--- src/rtl/prime_sieve_ctrl.sv ---
// Sieve of Eratosthenes builder over 0..255 with a round-robin primality query port.
// Optional hit counter output prime_hits is enabled by defining PRIME_SIEVE_STATS_EN.
module prime_sieve_ctrl #(
    parameter int N_REQ = 2
) (
    input  logic                     clk,
    input  logic                     rst,
    input  logic                     start,
    output logic                     busy,
    output logic                     done,
    input  logic [N_REQ-1:0]         req_valid,
    input  logic [8*N_REQ-1:0]       req_num,
    output logic [N_REQ-1:0]         req_ready,
    output logic                     rsp_valid,
    output logic [$clog2(N_REQ)-1:0] rsp_id,
    output logic                     rsp_prime
`ifdef PRIME_SIEVE_STATS_EN
    ,
    output logic [15:0]              prime_hits
`endif
);

    localparam int IDW = $clog2(N_REQ);

    localparam logic [2:0] S_IDLE  = 3'd0;
    localparam logic [2:0] S_CLEAR = 3'd1;
    localparam logic [2:0] S_SCAN  = 3'd2;
    localparam logic [2:0] S_MARK  = 3'd3;
    localparam logic [2:0] S_READY = 3'd4;

    logic [2:0]     state_q, state_d;
    logic [255:0]   bm_q, bm_d;
    logic [4:0]     i_q, i_d;
    logic [8:0]     j_q, j_d;
    logic [IDW-1:0] rr_q, rr_d;
    logic           done_q, done_d;
    logic           rsp_valid_q, rsp_valid_d;
    logic [IDW-1:0] rsp_id_q, rsp_id_d;
    logic           rsp_prime_q, rsp_prime_d;

    logic [9:0]     i_sq;
    logic [8:0]     j_next;
    logic [N_REQ-1:0] gnt;
    logic           gnt_any;
    logic [IDW-1:0] gnt_id;
    logic [7:0]     sel_num;
    int unsigned    scan_idx;

    assign i_sq   = 10'(i_q) * 10'(i_q);
    assign j_next = j_q + {4'd0, i_q};

    // Round-robin search starting at rr_q, wrapping; only active in READY.
    always_comb begin
        gnt      = '0;
        gnt_any  = 1'b0;
        gnt_id   = '0;
        sel_num  = '0;
        scan_idx = 0;
        if (state_q == S_READY) begin
            for (int unsigned n = 0; n < N_REQ; n++) begin
                scan_idx = int'(rr_q) + n;
                if (scan_idx >= N_REQ) scan_idx = scan_idx - N_REQ;
                if (!gnt_any && req_valid[scan_idx]) begin
                    gnt_any       = 1'b1;
                    gnt[scan_idx] = 1'b1;
                    gnt_id        = IDW'(scan_idx);
                    sel_num       = req_num[8*scan_idx +: 8];
                end
            end
        end
    end

    always_comb begin
        rr_d = rr_q;
        if (gnt_any) begin
            if (int'(gnt_id) == N_REQ - 1) rr_d = '0;
            else                           rr_d = gnt_id + 1'b1;
        end
        rsp_valid_d = gnt_any;
        rsp_id_d    = gnt_id;
        rsp_prime_d = gnt_any & bm_q[sel_num];
    end

    always_comb begin
        state_d = state_q;
        bm_d    = bm_q;
        i_d     = i_q;
        j_d     = j_q;
        done_d  = 1'b0;
        case (state_q)
            S_IDLE: begin
                if (start) state_d = S_CLEAR;
            end
            S_CLEAR: begin
                bm_d    = {{254{1'b1}}, 2'b00};
                i_d     = 5'd2;
                state_d = S_SCAN;
            end
            S_SCAN: begin
                if (i_sq > 10'd255) begin
                    state_d = S_READY;
                    done_d  = 1'b1;
                end else if (bm_q[i_q]) begin
                    j_d     = i_sq[8:0];
                    state_d = S_MARK;
                end else begin
                    i_d = i_q + 5'd1;
                end
            end
            S_MARK: begin
                // Clear unconditionally; the 9-bit sum exposes the step past 255.
                bm_d[j_q[7:0]] = 1'b0;
                if (j_next > 9'd255) begin
                    i_d     = i_q + 5'd1;
                    state_d = S_SCAN;
                end else begin
                    j_d = j_next;
                end
            end
            S_READY: begin
                if (start) state_d = S_CLEAR;
            end
            default: state_d = S_IDLE;
        endcase
    end

    always_ff @(posedge clk) begin
        if (rst) begin
            state_q     <= S_IDLE;
            bm_q        <= '0;
            i_q         <= '0;
            j_q         <= '0;
            rr_q        <= '0;
            done_q      <= 1'b0;
            rsp_valid_q <= 1'b0;
            rsp_id_q    <= '0;
            rsp_prime_q <= 1'b0;
        end else begin
            state_q     <= state_d;
            bm_q        <= bm_d;
            i_q         <= i_d;
            j_q         <= j_d;
            rr_q        <= rr_d;
            done_q      <= done_d;
            rsp_valid_q <= rsp_valid_d;
            rsp_id_q    <= rsp_id_d;
            rsp_prime_q <= rsp_prime_d;
        end
    end

    assign busy      = (state_q == S_CLEAR) || (state_q == S_SCAN) || (state_q == S_MARK);
    assign done      = done_q;
    assign req_ready = gnt;
    assign rsp_valid = rsp_valid_q;
    assign rsp_id    = rsp_id_q;
    assign rsp_prime = rsp_prime_q;

`ifdef PRIME_SIEVE_STATS_EN
    logic [15:0] hits_q, hits_d;

    always_comb begin
        hits_d = hits_q;
        if (state_d == S_CLEAR) begin
            hits_d = '0;
        end else if (rsp_valid_q && rsp_prime_q && (hits_q != '1)) begin
            hits_d = hits_q + 16'd1;
        end
    end

    always_ff @(posedge clk) begin
        if (rst) hits_q <= '0;
        else     hits_q <= hits_d;
    end

    assign prime_hits = hits_q;
`endif

endmodule

--- config.mk ---
export PLATFORM = sky130hd
export DESIGN_NAME = prime_sieve_ctrl
export DESIGN_NICKNAME = d
export VERILOG_FILES = /design/src/rtl/prime_sieve_ctrl.sv
export SDC_FILE = /design/constraint.sdc
export NUM_CORES = 1
export LEC_CHECK = 0
export BUFFER_PORTS_ARGS = -buffer_cell sky130_fd_sc_hd__buf_2
export CORE_UTILIZATION = 45
export CTS_BUF_LIST = sky130_fd_sc_hd__clkbuf_4 sky130_fd_sc_hd__clkbuf_8 sky130_fd_sc_hd__clkbuf_16
export DETAILED_ROUTE_END_ITERATION = 8
export PLACE_DENSITY = 0.67
export SYNTH_ARGS = -nofsm -noshare
export SYNTH_HDL_FRONTEND = slang
export SYNTH_SLANG_ARGS = --single-unit
--- constraint.sdc ---
create_clock -name clk -period 10.3 [get_ports clk]
set_input_delay 1.545 -clock clk [delete_from_list [all_inputs] [get_ports clk]]
set_output_delay 1.545 -clock clk [all_outputs]
set_load 0.05 [all_outputs]
==> results.sh <==
export IMPL_critPathCaptureType="flop"
export IMPL_post_route_antenna_net_violation_count=0
export IMPL_outcome="finished clean"
export IMPL_cts_repair_resize_count=0
export IMPL_initial_antenna_violation_count=0
export IMPL_synth_enable_flop_cells=0
export IMPL_overflow=0
export IMPL_arrival_ns=5.58
export IMPL_finalSetupTns_ns=0
export IMPL_holdCritPathClass="flop to flop"
export IMPL_grt_start_max_net_pins=121
export IMPL_power_density_over_the_cells_nw_per_um2=259
export IMPL_syn_area_sq_um=12700
export IMPL_critical_path_required_time_ns=10.76
export IMPL_finalMaxSlewViolations=0
export IMPL_cts_made_buffers=29
export IMPL_syn_avg_cell_area_sq_um=8.10
export IMPL_num_rows=61
export IMPL_drt_wirelength_per_cell_um=21.6
export IMPL_detail_route_iter0_violations=1551
export IMPL_min_period_over_period_pct=49.7
export IMPL_postSynthRegisterBits=278
export IMPL_leakagePower_nw=4.88
export IMPL_chipWidth_um=170
export IMPL_drive_above_1_share_pct=8.34
export IMPL_drc=0
export IMPL_grt_first_pass_wirelength_um=63400
export IMPL_cts_tree="yes"
export IMPL_track_usage_pct=28.0
export IMPL_layout_commonest_cell="sky130_fd_sc_hd__a21oi_1"
export IMPL_clk_pin_slew_ns=0.06
export IMPL_layout_cells_non_filler=1889
export IMPL_areaGrowthSynthToFinish_pct=10.1
export IMPL_vias_per_cell=6.38
export IMPL_cts_repair_timing_setup_buffer_count=0
export IMPL_ir_drop_mv=0.145
export IMPL_final_setup_skew_ns=0.0127
export IMPL_first_global_vias=10900
export IMPL_commonest_cells_after_routing_fill_and_taps_aside="309 x sky130_fd_sc_hd__a21oi_1, 278 x sky130_fd_sc_hd__dfxtp_1, 276 x sky130_fd_sc_hd__o21ai_0, 165 x sky130_fd_sc_hd__nand2_1, 72 x sky130_fd_sc_hd__nand3_1"
export IMPL_design_final_nets=1529
export IMPL_setup_violations_final=0
export IMPL_die_area_sq_um=28900
export IMPL_crit_fanout=19
export IMPL_fill_cells=2697
export IMPL_cts_htree_levels=1
export IMPL_synth_warning_count=0
export IMPL_cts_sinks=278
export IMPL_finalHoldViolCount=0
export IMPL_cts_root_buffer_cell="sky130_fd_sc_hd__clkbuf_16"
export IMPL_pin_slew_with_the_least_headroom_to_its_limit_ns=1.31
export IMPL_clockBufferDepth=3
export IMPL_wirelength_um=40800
export IMPL_syn_nets=1606
export IMPL_start_to_end_type_of_the_worst_setup_path="flop to flop"
export IMPL_dr_total_vias=12000
export IMPL_io_buffers=27
export IMPL_dp_cells=1835
export IMPL_async_reset_ff_share_pct=0
export IMPL_yosysSeqAreaShare_pct=43.9
export IMPL_dp_hpwl_um=22600
export IMPL_start_util_pct=45.6
export IMPL_design_core_area_sq_um=27800
export IMPL_die_h_um=170
export IMPL_antennaDiodeCount=0
export IMPL_synth_ff_type="sky130_fd_sc_hd__dfxtp_1"
export IMPL_first_drt_pass_iteration_count=7
export IMPL_slew_headroom_pct=12.8
export IMPL_holdBufCountCts=0
export IMPL_max_clock_freq_mhz=195
export IMPL_startpoint_kind_of_the_worst_setup_timing_path="flop"
export IMPL_synth_cell_types=65
export IMPL_unrepaired_setup_endpoints_after_global_routing="no"
export IMPL_insertion_delay_of_the_later_clocked_pin_in_the_worst_skew_pair_ns=0.56
export IMPL_postSynthCellCount=1565
export IMPL_max_cap_violations=0
export IMPL_period_needed_ns=5.12
export IMPL_gp_congestion=0.830
export IMPL_design_portCount=28
==> power breakdown <==
| group | switching, mW | total (mW) | internal (mW) |
|---|---|---|---|
| logic | 0.438 | 0.750 | 0.312 |
| clock network | 0.449 | 1.19 | 0.739 |
| registers | 0.212 | 1.67 | 1.46 |
==> worst max-delay path: stages, from the launching register on <==
cell                       delay [ns]
sky130_fd_sc_hd__dfxtp_1         0.85
sky130_fd_sc_hd__nand2_1         0.23
sky130_fd_sc_hd__fa_1            0.51
sky130_fd_sc_hd__fa_1            0.51
sky130_fd_sc_hd__inv_1           0.04
sky130_fd_sc_hd__ha_1            0.27
sky130_fd_sc_hd__a31o_2          0.24
sky130_fd_sc_hd__ha_1            0.26
sky130_fd_sc_hd__inv_1           0.10
sky130_fd_sc_hd__o21bai_1        0.10
sky130_fd_sc_hd__a211oi_1        0.28
sky130_fd_sc_hd__or4b_1          0.47
sky130_fd_sc_hd__a21oi_1         0.30
sky130_fd_sc_hd__o211ai_2        0.16
sky130_fd_sc_hd__nand2_1         0.36
sky130_fd_sc_hd__nor2_1          0.08
sky130_fd_sc_hd__a311oi_1        0.24
==> final timing paths <==
path,slack [ns],startpoint,to,cells after the start
worst min-delay path,0.47,bm_q[123],bm_q[123],2
worst max register to register,5.18,i_q[1],j_q[0],16
worst min register to register,0.47,bm_q[123],bm_q[123],2
worst max-delay path,5.18,i_q[1],j_q[0],16
==> cell families after synthesis <==
logic type	after synthesis	synth area share (%)
multiplexers	38	4.00
XOR/XNOR	8	0.553
AND/OR/NAND/NOR	343	12.6
flip-flops	278	43.9
AO/OA/AOI/OAI	712	31.6
buffers and inverters	166	5.22
adder cells (fa/ha/maj)	20	2.15
==> Yosys cell counts, types with 3 or more instances <==
cell / instances / area [sq um]
sky130_fd_sc_hd__a211o_1: 12 / 105
sky130_fd_sc_hd__a211oi_1: 3 / 22.5
sky130_fd_sc_hd__a21o_1: 3 / 22.5
sky130_fd_sc_hd__a21oi_1: 309 / 1550
sky130_fd_sc_hd__a221o_1: 7 / 70.1
sky130_fd_sc_hd__a221oi_1: 13 / 114
sky130_fd_sc_hd__a22o_1: 7 / 61.3
sky130_fd_sc_hd__a22oi_1: 6 / 45.0
sky130_fd_sc_hd__a311oi_1: 6 / 52.6
sky130_fd_sc_hd__a31o_2: 3 / 26.3
sky130_fd_sc_hd__a31oi_1: 11 / 68.8
sky130_fd_sc_hd__a32o_1: 10 / 100
sky130_fd_sc_hd__a32oi_1: 11 / 96.3
sky130_fd_sc_hd__and2_1: 6 / 37.5
sky130_fd_sc_hd__and3_1: 15 / 93.8
sky130_fd_sc_hd__and4_1: 4 / 35.0
sky130_fd_sc_hd__buf_1: 4 / 15.0
sky130_fd_sc_hd__buf_2: 19 / 95.1
sky130_fd_sc_hd__clkbuf_1: 126 / 473
sky130_fd_sc_hd__clkinv_1: 3 / 11.3
sky130_fd_sc_hd__dfxtp_1: 278 / 5570
sky130_fd_sc_hd__fa_1: 3 / 60.1
sky130_fd_sc_hd__ha_1: 17 / 213
sky130_fd_sc_hd__inv_1: 12 / 45.0
sky130_fd_sc_hd__mux2i_1: 27 / 270
sky130_fd_sc_hd__mux4_2: 10 / 225
sky130_fd_sc_hd__nand2_1: 166 / 623
sky130_fd_sc_hd__nand2b_1: 5 / 31.3
sky130_fd_sc_hd__nand3_1: 72 / 360
sky130_fd_sc_hd__nand3b_1: 3 / 22.5
sky130_fd_sc_hd__nand4_1: 9 / 56.3
sky130_fd_sc_hd__nor2_1: 33 / 124
sky130_fd_sc_hd__nor2b_1: 8 / 50.1
sky130_fd_sc_hd__nor3_1: 5 / 25.0
sky130_fd_sc_hd__nor3b_1: 3 / 22.5
sky130_fd_sc_hd__nor4_1: 3 / 18.8
sky130_fd_sc_hd__o211ai_1: 6 / 45.0
sky130_fd_sc_hd__o21ai_0: 276 / 1380
sky130_fd_sc_hd__o21bai_1: 5 / 37.5
sky130_fd_sc_hd__o22ai_1: 4 / 25.0
sky130_fd_sc_hd__or3_1: 3 / 18.8
sky130_fd_sc_hd__xnor2_1: 7 / 61.3
==> layout make-up <==
type	count	area [sq um]	area share, %
Sequential cell	278	5570	39.9
Clock buffer	37	823	5.90
Timing Repair Buffer	43	264	1.89
Inverter	15	56.3	0.403
Clock inverter	17	270	1.94
Tap cell	378	473	3.39
Multi-Input combinational cell	1121	6500	46.6
==> registers in the layout (all words and copies together) (netlist names) <==
name / count
i_q: 5
bm_q: 256
rr_q: 1
rsp_id: 1
done: 1
rsp_prime: 1
state_q: 3
rsp_valid: 1
j_q: 9
==> metal layers <==
layer | wire [um] | GRT usage, % | share of wire [%] | up-vias
met5 | 0 | 0 | 0 | -
met4 | 1480 | 10.5 | 3.6 | 0
met3 | 3580 | 3.81 | 8.8 | 108
met2 | 18100 | 43.4 | 44 | 572
met1 | 17700 | 39.5 | 43 | 5833
li1 | - | - | - | 5536
==> metrics by stage <==
stage | area (sq um) | setup slack (ns) | hold WS, ns | power, mW | utilization (%)
finish | 14000 | 5.18 | 0.472 | 3.61 | 50.2
CTS | 14000 | 5.17 | 0.470 | 3.60 | 50.2
global placement | 12900 | 4.88 | 0.455 | 2.39 | 46.3
floorplan | 12700 | 5.69 | 0.436 | 2.24 | -
global route | 14000 | 4.76 | 0.489 | 3.81 | 50.2
detailed placement | 12900 | 4.80 | 0.462 | 2.42 | 46.3
Note: power is estimated with default switching activity, not from simulation.
